## config.mk

```make
export PLATFORM = sky130hd
export DESIGN_NAME = ua_pipe
export DESIGN_NICKNAME = d
export VERILOG_FILES = /design/src/rtl/ua_pipe.sv
export SDC_FILE = /design/constraint.sdc
export NUM_CORES = 1
export LEC_CHECK = 0
export ABC_AREA = 1
export CAP_MARGIN = 20
export CELL_PAD_IN_SITES_DETAIL_PLACEMENT = 0
export CELL_PAD_IN_SITES_GLOBAL_PLACEMENT = 2
export CORE_UTILIZATION = 33
export DETAILED_ROUTE_END_ITERATION = 6
export GPL_TIMING_DRIVEN = 1
export PLACE_DENSITY_LB_ADDON = 0.05
export SYNTH_ARGS = -nofsm -noshare
export SYNTH_HDL_FRONTEND = slang
export SYNTH_SLANG_ARGS = --single-unit
```

## constraint.sdc

```tcl
create_clock -name CLK -period 2.6 [get_ports CLK]
set_input_delay 0.65 -clock CLK [delete_from_list [all_inputs] [get_ports CLK]]
set_output_delay 0.65 -clock CLK [all_outputs]
set_load 0.005 [all_outputs]
```

## src/rtl/ua_pipe.sv

```systemverilog
// ua_pipe: pipelined Tomasulo functional unit with a credit-limited, tagged output queue
// that holds each result until the CDB arbiter grants it.
module ua_pipe #(
   parameter int DATA_W     = 16,
   parameter int TAG_W      = 3,
   parameter int LATENCY    = 3,
   parameter int OUTQ_DEPTH = 4
) (
   input  logic                    CLK,
   input  logic                    CLR,
   input  logic                    issue_valid,
   output logic                    issue_ready,
   input  logic [TAG_W-1:0]        ID_in,
   input  logic [2:0]              op,
   input  logic [DATA_W-1:0]       Dado1,
   input  logic [DATA_W-1:0]       Dado2,
   input  logic                    flush,
   input  logic                    cdb_grant,
   output logic                    confirmacao,
   output logic [TAG_W+DATA_W-1:0] Resultado,
   output logic                    ovf,
   output logic                    busy
);
   localparam int EW = TAG_W + DATA_W + 1;
   localparam int PW = (OUTQ_DEPTH > 1) ? $clog2(OUTQ_DEPTH) : 1;
   localparam int CW = $clog2(OUTQ_DEPTH + 1);
   localparam logic [PW-1:0] LAST = PW'(OUTQ_DEPTH - 1);

   logic [DATA_W-1:0]  sum, dif, res;
   logic               ov, acc, push, pop;
   logic [LATENCY-1:0] pv_q, pv_d;
   logic [EW-1:0]      pd_q [LATENCY];
   logic [EW-1:0]      pd_d [LATENCY];
   logic [EW-1:0]      mem_q [OUTQ_DEPTH];
   logic [PW-1:0]      wr_q, wr_d, rd_q, rd_d;
   logic [CW-1:0]      inflight_q, inflight_d, qcount_q, qcount_d;
   logic [EW-1:0]      head_q, head_d;

   always_comb begin
      sum = Dado1 + Dado2;
      dif = Dado1 - Dado2;
      res = (op == 3'b010) ? dif
          : (op == 3'b101) ? (Dado1 & Dado2)
          : (op == 3'b110) ? (Dado1 | Dado2)
          : (op == 3'b111) ? DATA_W'($signed(Dado1) < $signed(Dado2))
          : sum;
      ov = (op == 3'b001) ? ((Dado1[DATA_W-1] == Dado2[DATA_W-1]) && (sum[DATA_W-1] != Dado1[DATA_W-1]))
         : (op == 3'b010) ? ((Dado1[DATA_W-1] != Dado2[DATA_W-1]) && (dif[DATA_W-1] != Dado1[DATA_W-1]))
         : 1'b0;
   end

   // Credit covers both in-flight and queued results, so the queue can never overflow.
   assign issue_ready = ~CLR & (({1'b0, inflight_q} + {1'b0, qcount_q}) < (CW+1)'(OUTQ_DEPTH));
   assign confirmacao = qcount_q != '0;
   assign busy        = (inflight_q != '0) | (qcount_q != '0);
   assign Resultado   = head_q[EW-2:0];
   assign ovf         = head_q[EW-1];
   assign acc         = issue_valid & issue_ready & ~flush;
   assign push        = pv_q[LATENCY-1] & ~flush;
   assign pop         = confirmacao & cdb_grant & ~flush;

   always_comb begin
      pv_d[0] = acc & (op != 3'b000);
      pd_d[0] = {ov, ID_in, res};
      for (int i = 1; i < LATENCY; i++) begin
         pv_d[i] = pv_q[i-1] & ~flush;
         pd_d[i] = pd_q[i-1];
      end
      inflight_d = flush ? '0 : inflight_q + CW'(pv_d[0]) - CW'(push);
      qcount_d   = flush ? '0 : qcount_q + CW'(push) - CW'(pop);
      wr_d       = flush ? '0 : push ? ((wr_q == LAST) ? '0 : wr_q + 1'b1) : wr_q;
      rd_d       = flush ? '0 : pop ? ((rd_q == LAST) ? '0 : rd_q + 1'b1) : rd_q;
      // An entry arriving into an (effectively) empty queue becomes head directly.
      head_d     = (qcount_d == '0) ? head_q
                 : (qcount_q == CW'(pop)) ? pd_q[LATENCY-1]
                 : mem_q[rd_d];
   end

   always_ff @(posedge CLK or posedge CLR) begin
      if (CLR) begin
         pv_q       <= '0;
         inflight_q <= '0;
         qcount_q   <= '0;
         wr_q       <= '0;
         rd_q       <= '0;
         head_q     <= '0;
      end else begin
         pv_q       <= pv_d;
         inflight_q <= inflight_d;
         qcount_q   <= qcount_d;
         wr_q       <= wr_d;
         rd_q       <= rd_d;
         head_q     <= head_d;
      end
   end

   always_ff @(posedge CLK) begin
      for (int i = 0; i < LATENCY; i++) pd_q[i] <= pd_d[i];
      if (push) mem_q[wr_q] <= pd_q[LATENCY-1];
   end
endmodule

```

==> results by group <==
Power and ir drop
  – Worst VDD drop: 434 uV
  – Share of total power in the clock network: 25.2%
  – Sw Ratio: 34.3%
  – Sequential cell fraction of total power: 34.2%
  – Share of total power in combinational logic: 40.6%
  – P_sw: 3500 uW
  – Leakage power summed over all cells: 0.00557 uW
  – Total internal power: 6710 uW
  – Pwr dens: 859 nW/um^2

Global route
  – Maximum number of pins on one net before global-route repair: 34
  – Initial antenna violation count: 0
  – Residual overflow from global routing: 0
  – Total Routing Usage GR: 18.1%
  – Vias in the first global route: 6,858
  – Wire length of the first global-routing pass: 37,100 microns

Route
  – Post-route antenna net violation count: 0
  – Via count of the routed design: 7,026
  – DRC errors left: 8
  – Number of vias per cell after detailed routing: 4.46
  – Routed length per placed instance: 14.9 microns
  – Initial DRC count: 299
  – Aggregate routed wire length: around 24,000 microns
  – First-pass iteration count of the detailed router: 6

Floorplanning
  – Die X: ~170 microns
  – Area of the die: approximately 27,000 sq um
  – Starting density of the core: 33.8%
  – Standard cell core area: 26,100 sq um
  – Top Ports: 66
  – Num rows: between 50 and 60
  – Height of the die: 165 microns

CTS
  – Cts-stage hold buffer count: 0
  – Clock-pin slew of the registers on the worst-case setup and hold paths: 0.07 ns
  – Total number of H-tree levels: 4
  – Clock Sinks: 173
  – Maximum buffer depth of the clock tree: 2
  – Clock Tree Root: sky130_fd_sc_hd__clkbuf_16
  – Clock latency on the worst-skew pair: 0.42 ns
  – Number of buffers added by the clock tree synthesis step: 17
  – TritonCTS clock tree: built

Yosys
  – Mean instance size in the synthesized netlist: 8.57 sq um
  – Async set-or-reset flop fraction in the synthesized netlist: between 10% and 20%
  – Netlist area before placement: 8820 sq um
  – Post-synth top flop: sky130_fd_sc_hd__edfxtp_1
  – Number of flip-flops and latches in the synthesized netlist: 173
  – Number of enable-type register cells in the synthesized netlist: 80
  – Total number of yosys warnings: 0
  – Post-Syn Nets: between 1,000 and 1,500
  – Number of instances in the synthesized netlist: 1,029
  – Number of unique standard cell types used by synthesis: 46
  – Sequential share of the synthesized area: 50.2%

Timing
  – Unrepaired setup endpoints after global routing: true
  – Worst slew slack as a fraction of its limit: around 67%
  – Tightest Pin Transition: 0.499 ns
  – Post-route clock skew: 0.00881 ns
  – TNS Setup: -0.393 ns
  – Setup-failing EPs final: 15
  – Worst setup margin: -0.0603 ns
  – Slew Limit Fails: 0
  – Crit share post-route: 102%
  – Tmin final: 2.66 ns
  – Final Hold Fails: 0
  – Max Freq: 0.376 GHz

Status
  – Run status: finished, violations left
  – Violations in the final reports: design-rule violations, negative setup slack

Flow run
  – Max-cap check violation count: 0

Placed design
  – Weighted congestion at the end of routability-driven global placement: between 0.8 and 0.9
  – Detail Placement HPWL: 17,100 microns
  – Count of input and output buffers: 65
  – Post-placement cell count: 1,531

Min path
  – Depth of the worst hold-timing path: 0
  – Worst Hold Class: reg2reg

Setup path
  – Critical Path End Type: flip-flop
  – Worst setup slack for register-to-register paths: -0.06 ns
  – WS Path Type: reg2reg
  – Crit start category: flip-flop
  – Max FO, Critical Path: 5
  – Critical path data required time: 2.95 ns
  – Depth of the worst register-to-register path: 17
  – Arrival time worst endpoint: 3.01 ns

Finish
  – Final nets: approximately 1,300
  – Share of cells above drive strength 1: 21.4%
  – Layout overhead on the synthesized area: 34.7%
  – Fin cells: around 1,600
  – Antenna diode instance count: 0
## registers in the layout, indices dropped and copies added, names as in the netlist
signal	count
rd_q	2
wr_q	2
pv_q	3
inflight_q	3
head_q	20
pd_q	60
qcount_q	3
mem_q	80
## synth_stat cells (4+ instances only)
master	count	share of area (%)
sky130_fd_sc_hd__nor3_1	31	1.8
sky130_fd_sc_hd__dfrtp_1	33	9.4
sky130_fd_sc_hd__buf_2	20	1.1
sky130_fd_sc_hd__nand2_2	11	0.78
sky130_fd_sc_hd__inv_1	138	5.9
sky130_fd_sc_hd__xor2_1	4	0.40
sky130_fd_sc_hd__edfxtp_1	80	27
sky130_fd_sc_hd__a21oi_2	9	0.89
sky130_fd_sc_hd__fa_1	4	0.91
sky130_fd_sc_hd__dfxtp_1	60	14
sky130_fd_sc_hd__nor2_1	88	3.7
sky130_fd_sc_hd__o21ai_2	9	0.89
sky130_fd_sc_hd__o21ai_0	51	2.9
sky130_fd_sc_hd__o211ai_1	7	0.60
sky130_fd_sc_hd__a21oi_1	67	3.8
sky130_fd_sc_hd__nand3_1	50	2.8
sky130_fd_sc_hd__ha_1	61	8.7
sky130_fd_sc_hd__clkbuf_1	17	0.72
sky130_fd_sc_hd__nand2_1	251	11
## area by class of cell
class / count / area, sq um
inverters: 142 / 534
fillers: 2592 / 14300
flip-flops and latches: 173 / 4430
repair buffers: 218 / 2020
multi-input cells: 674 / 3870
clock buffers: 18 / 450
well taps: 335 / 419
clock inverters: 14 / 153
## worst max-delay path, stage by stage (launching register included)
cell                        delay [ns]
sky130_fd_sc_hd__dfrtp_1          0.40
sky130_fd_sc_hd__buf_6            0.13
sky130_fd_sc_hd__nor2_4           0.09
sky130_fd_sc_hd__nand2_2          0.08
sky130_fd_sc_hd__nand2_4          0.06
sky130_fd_sc_hd__nor2_2           0.03
sky130_fd_sc_hd__ha_1             0.28
sky130_fd_sc_hd__inv_2            0.05
sky130_fd_sc_hd__ha_4             0.15
sky130_fd_sc_hd__fa_2             0.33
sky130_fd_sc_hd__or2_1            0.22
sky130_fd_sc_hd__nand3_2          0.07
sky130_fd_sc_hd__inv_2            0.05
sky130_fd_sc_hd__nor2_4           0.19
sky130_fd_sc_hd__buf_12           0.14
sky130_fd_sc_hd__clkbuf_16        0.14
sky130_fd_sc_hd__a21oi_1          0.04
sky130_fd_sc_hd__a21oi_1          0.14
## layout by cell type, fill, tap and decap left out, types with 3 or more instances in the layout
cell type                         synthesis  routed
sky130_fd_sc_hd__nand2_1                251     250
sky130_fd_sc_hd__inv_1                  138     135
sky130_fd_sc_hd__buf_4                    0     135
sky130_fd_sc_hd__nor2_1                  88      85
sky130_fd_sc_hd__edfxtp_1                80      80
sky130_fd_sc_hd__clkdlybuf4s50_1          0      62
sky130_fd_sc_hd__ha_1                    61      60
sky130_fd_sc_hd__dfxtp_1                 60      60
sky130_fd_sc_hd__o21ai_0                 51      49
sky130_fd_sc_hd__nand3_1                 50      48
sky130_fd_sc_hd__a21oi_1                 67      45
sky130_fd_sc_hd__dfrtp_1                 33      33
sky130_fd_sc_hd__nor3_1                  31      29
sky130_fd_sc_hd__a21oi_2                  9      24
sky130_fd_sc_hd__clkbuf_16                0      19
sky130_fd_sc_hd__nand2_2                 11      12
sky130_fd_sc_hd__buf_12                   1      12
sky130_fd_sc_hd__o21ai_2                  9       9
sky130_fd_sc_hd__a21oi_4                  0       7
sky130_fd_sc_hd__o211ai_1                 7       7
sky130_fd_sc_hd__inv_6                    0       6
sky130_fd_sc_hd__clkinv_2                 1       5
sky130_fd_sc_hd__inv_2                    2       5
sky130_fd_sc_hd__o21ai_1                  3       5
sky130_fd_sc_hd__xor2_1                   4       4
sky130_fd_sc_hd__buf_6                    1       4
sky130_fd_sc_hd__nand3_2                  1       3
sky130_fd_sc_hd__nor3_2                   1       3
sky130_fd_sc_hd__nand4_1                  3       3
## stage by stage
stage / hold WS (ns) / power [uW] / setup WS (ns) / utilization (%) / cell area, sq um
global route: 0.332 / 10800 / -0.176 / 45.5 / 11900
floorplan: 0.310 / 5380 / 0.0126 / - / 8830
global placement: 0.310 / 6990 / -0.518 / 41.7 / 10900
finish: 0.327 / 10200 / -0.0603 / 45.5 / 11900
CTS: 0.326 / 10100 / -0.105 / 44.9 / 11700
detailed placement: 0.312 / 7020 / -0.543 / 41.7 / 10900
## kinds of logic (layout without fill, tap and decap cells)
| group | Yosys count | after routing | synth area share (%) |
|---|---|---|---|
| AOI/OAI and AO/OA | 157 | 157 | 10.2 |
| buffers and inverters | 182 | 392 | 8.33 |
| xor gates and xnor gates | 4 | 4 | 0.397 |
| adders and majority gates | 65 | 65 | 9.56 |
| and+or+nand+nor | 448 | 448 | 21.3 |
| DFF | 173 | 173 | 50.2 |
## power groups by stage
stage                     clock network, uW  registers [uW]  logic, uW
after global placement                    0            3540       3440
after detailed placement                  0            3540       3480
after floorplan                           0            3470       1910
after global routing                   2740            3540       4570
final                                  2570            3490       4150
after CTS                              2630            3490       3990
## per-layer routing
layer	track usage [%]	share of wire [%]	vias up	wire length, microns
met2	31.9	50	93	11700
met1	23.1	47	3205	11000
li1	-	-	3708	-
met4	5.00	1.2	0	290
met3	2.50	2.1	20	497
met5	0	0	-	0
## repair_timing
| action | in CTS | in global routing |
|---|---|---|
| setup endpoints to repair | 23 | 25 |
| pin swaps | 4 | 14 |
| resized for setup | 37 | 27 |
| buffers inserted | 5 | 4 |
| cloned | 2 | 1 |
| hold endpoints to repair | 0 | 0 |
## path summary, 6_finish.rpt
path | startpoint | to
setup / recovery | qcount_q[2] | head_q[0]
hold / removal | pd_q[0][7] | pd_q[0][27]
setup reg to reg | qcount_q[2] | head_q[0]
hold reg to reg | pd_q[0][7] | pd_q[0][27]
max in group asynchronous | CLR | head_q[10]
min in group asynchronous | CLR | inflight_q[2]
Note: power is estimated with default switching activity, not from simulation.
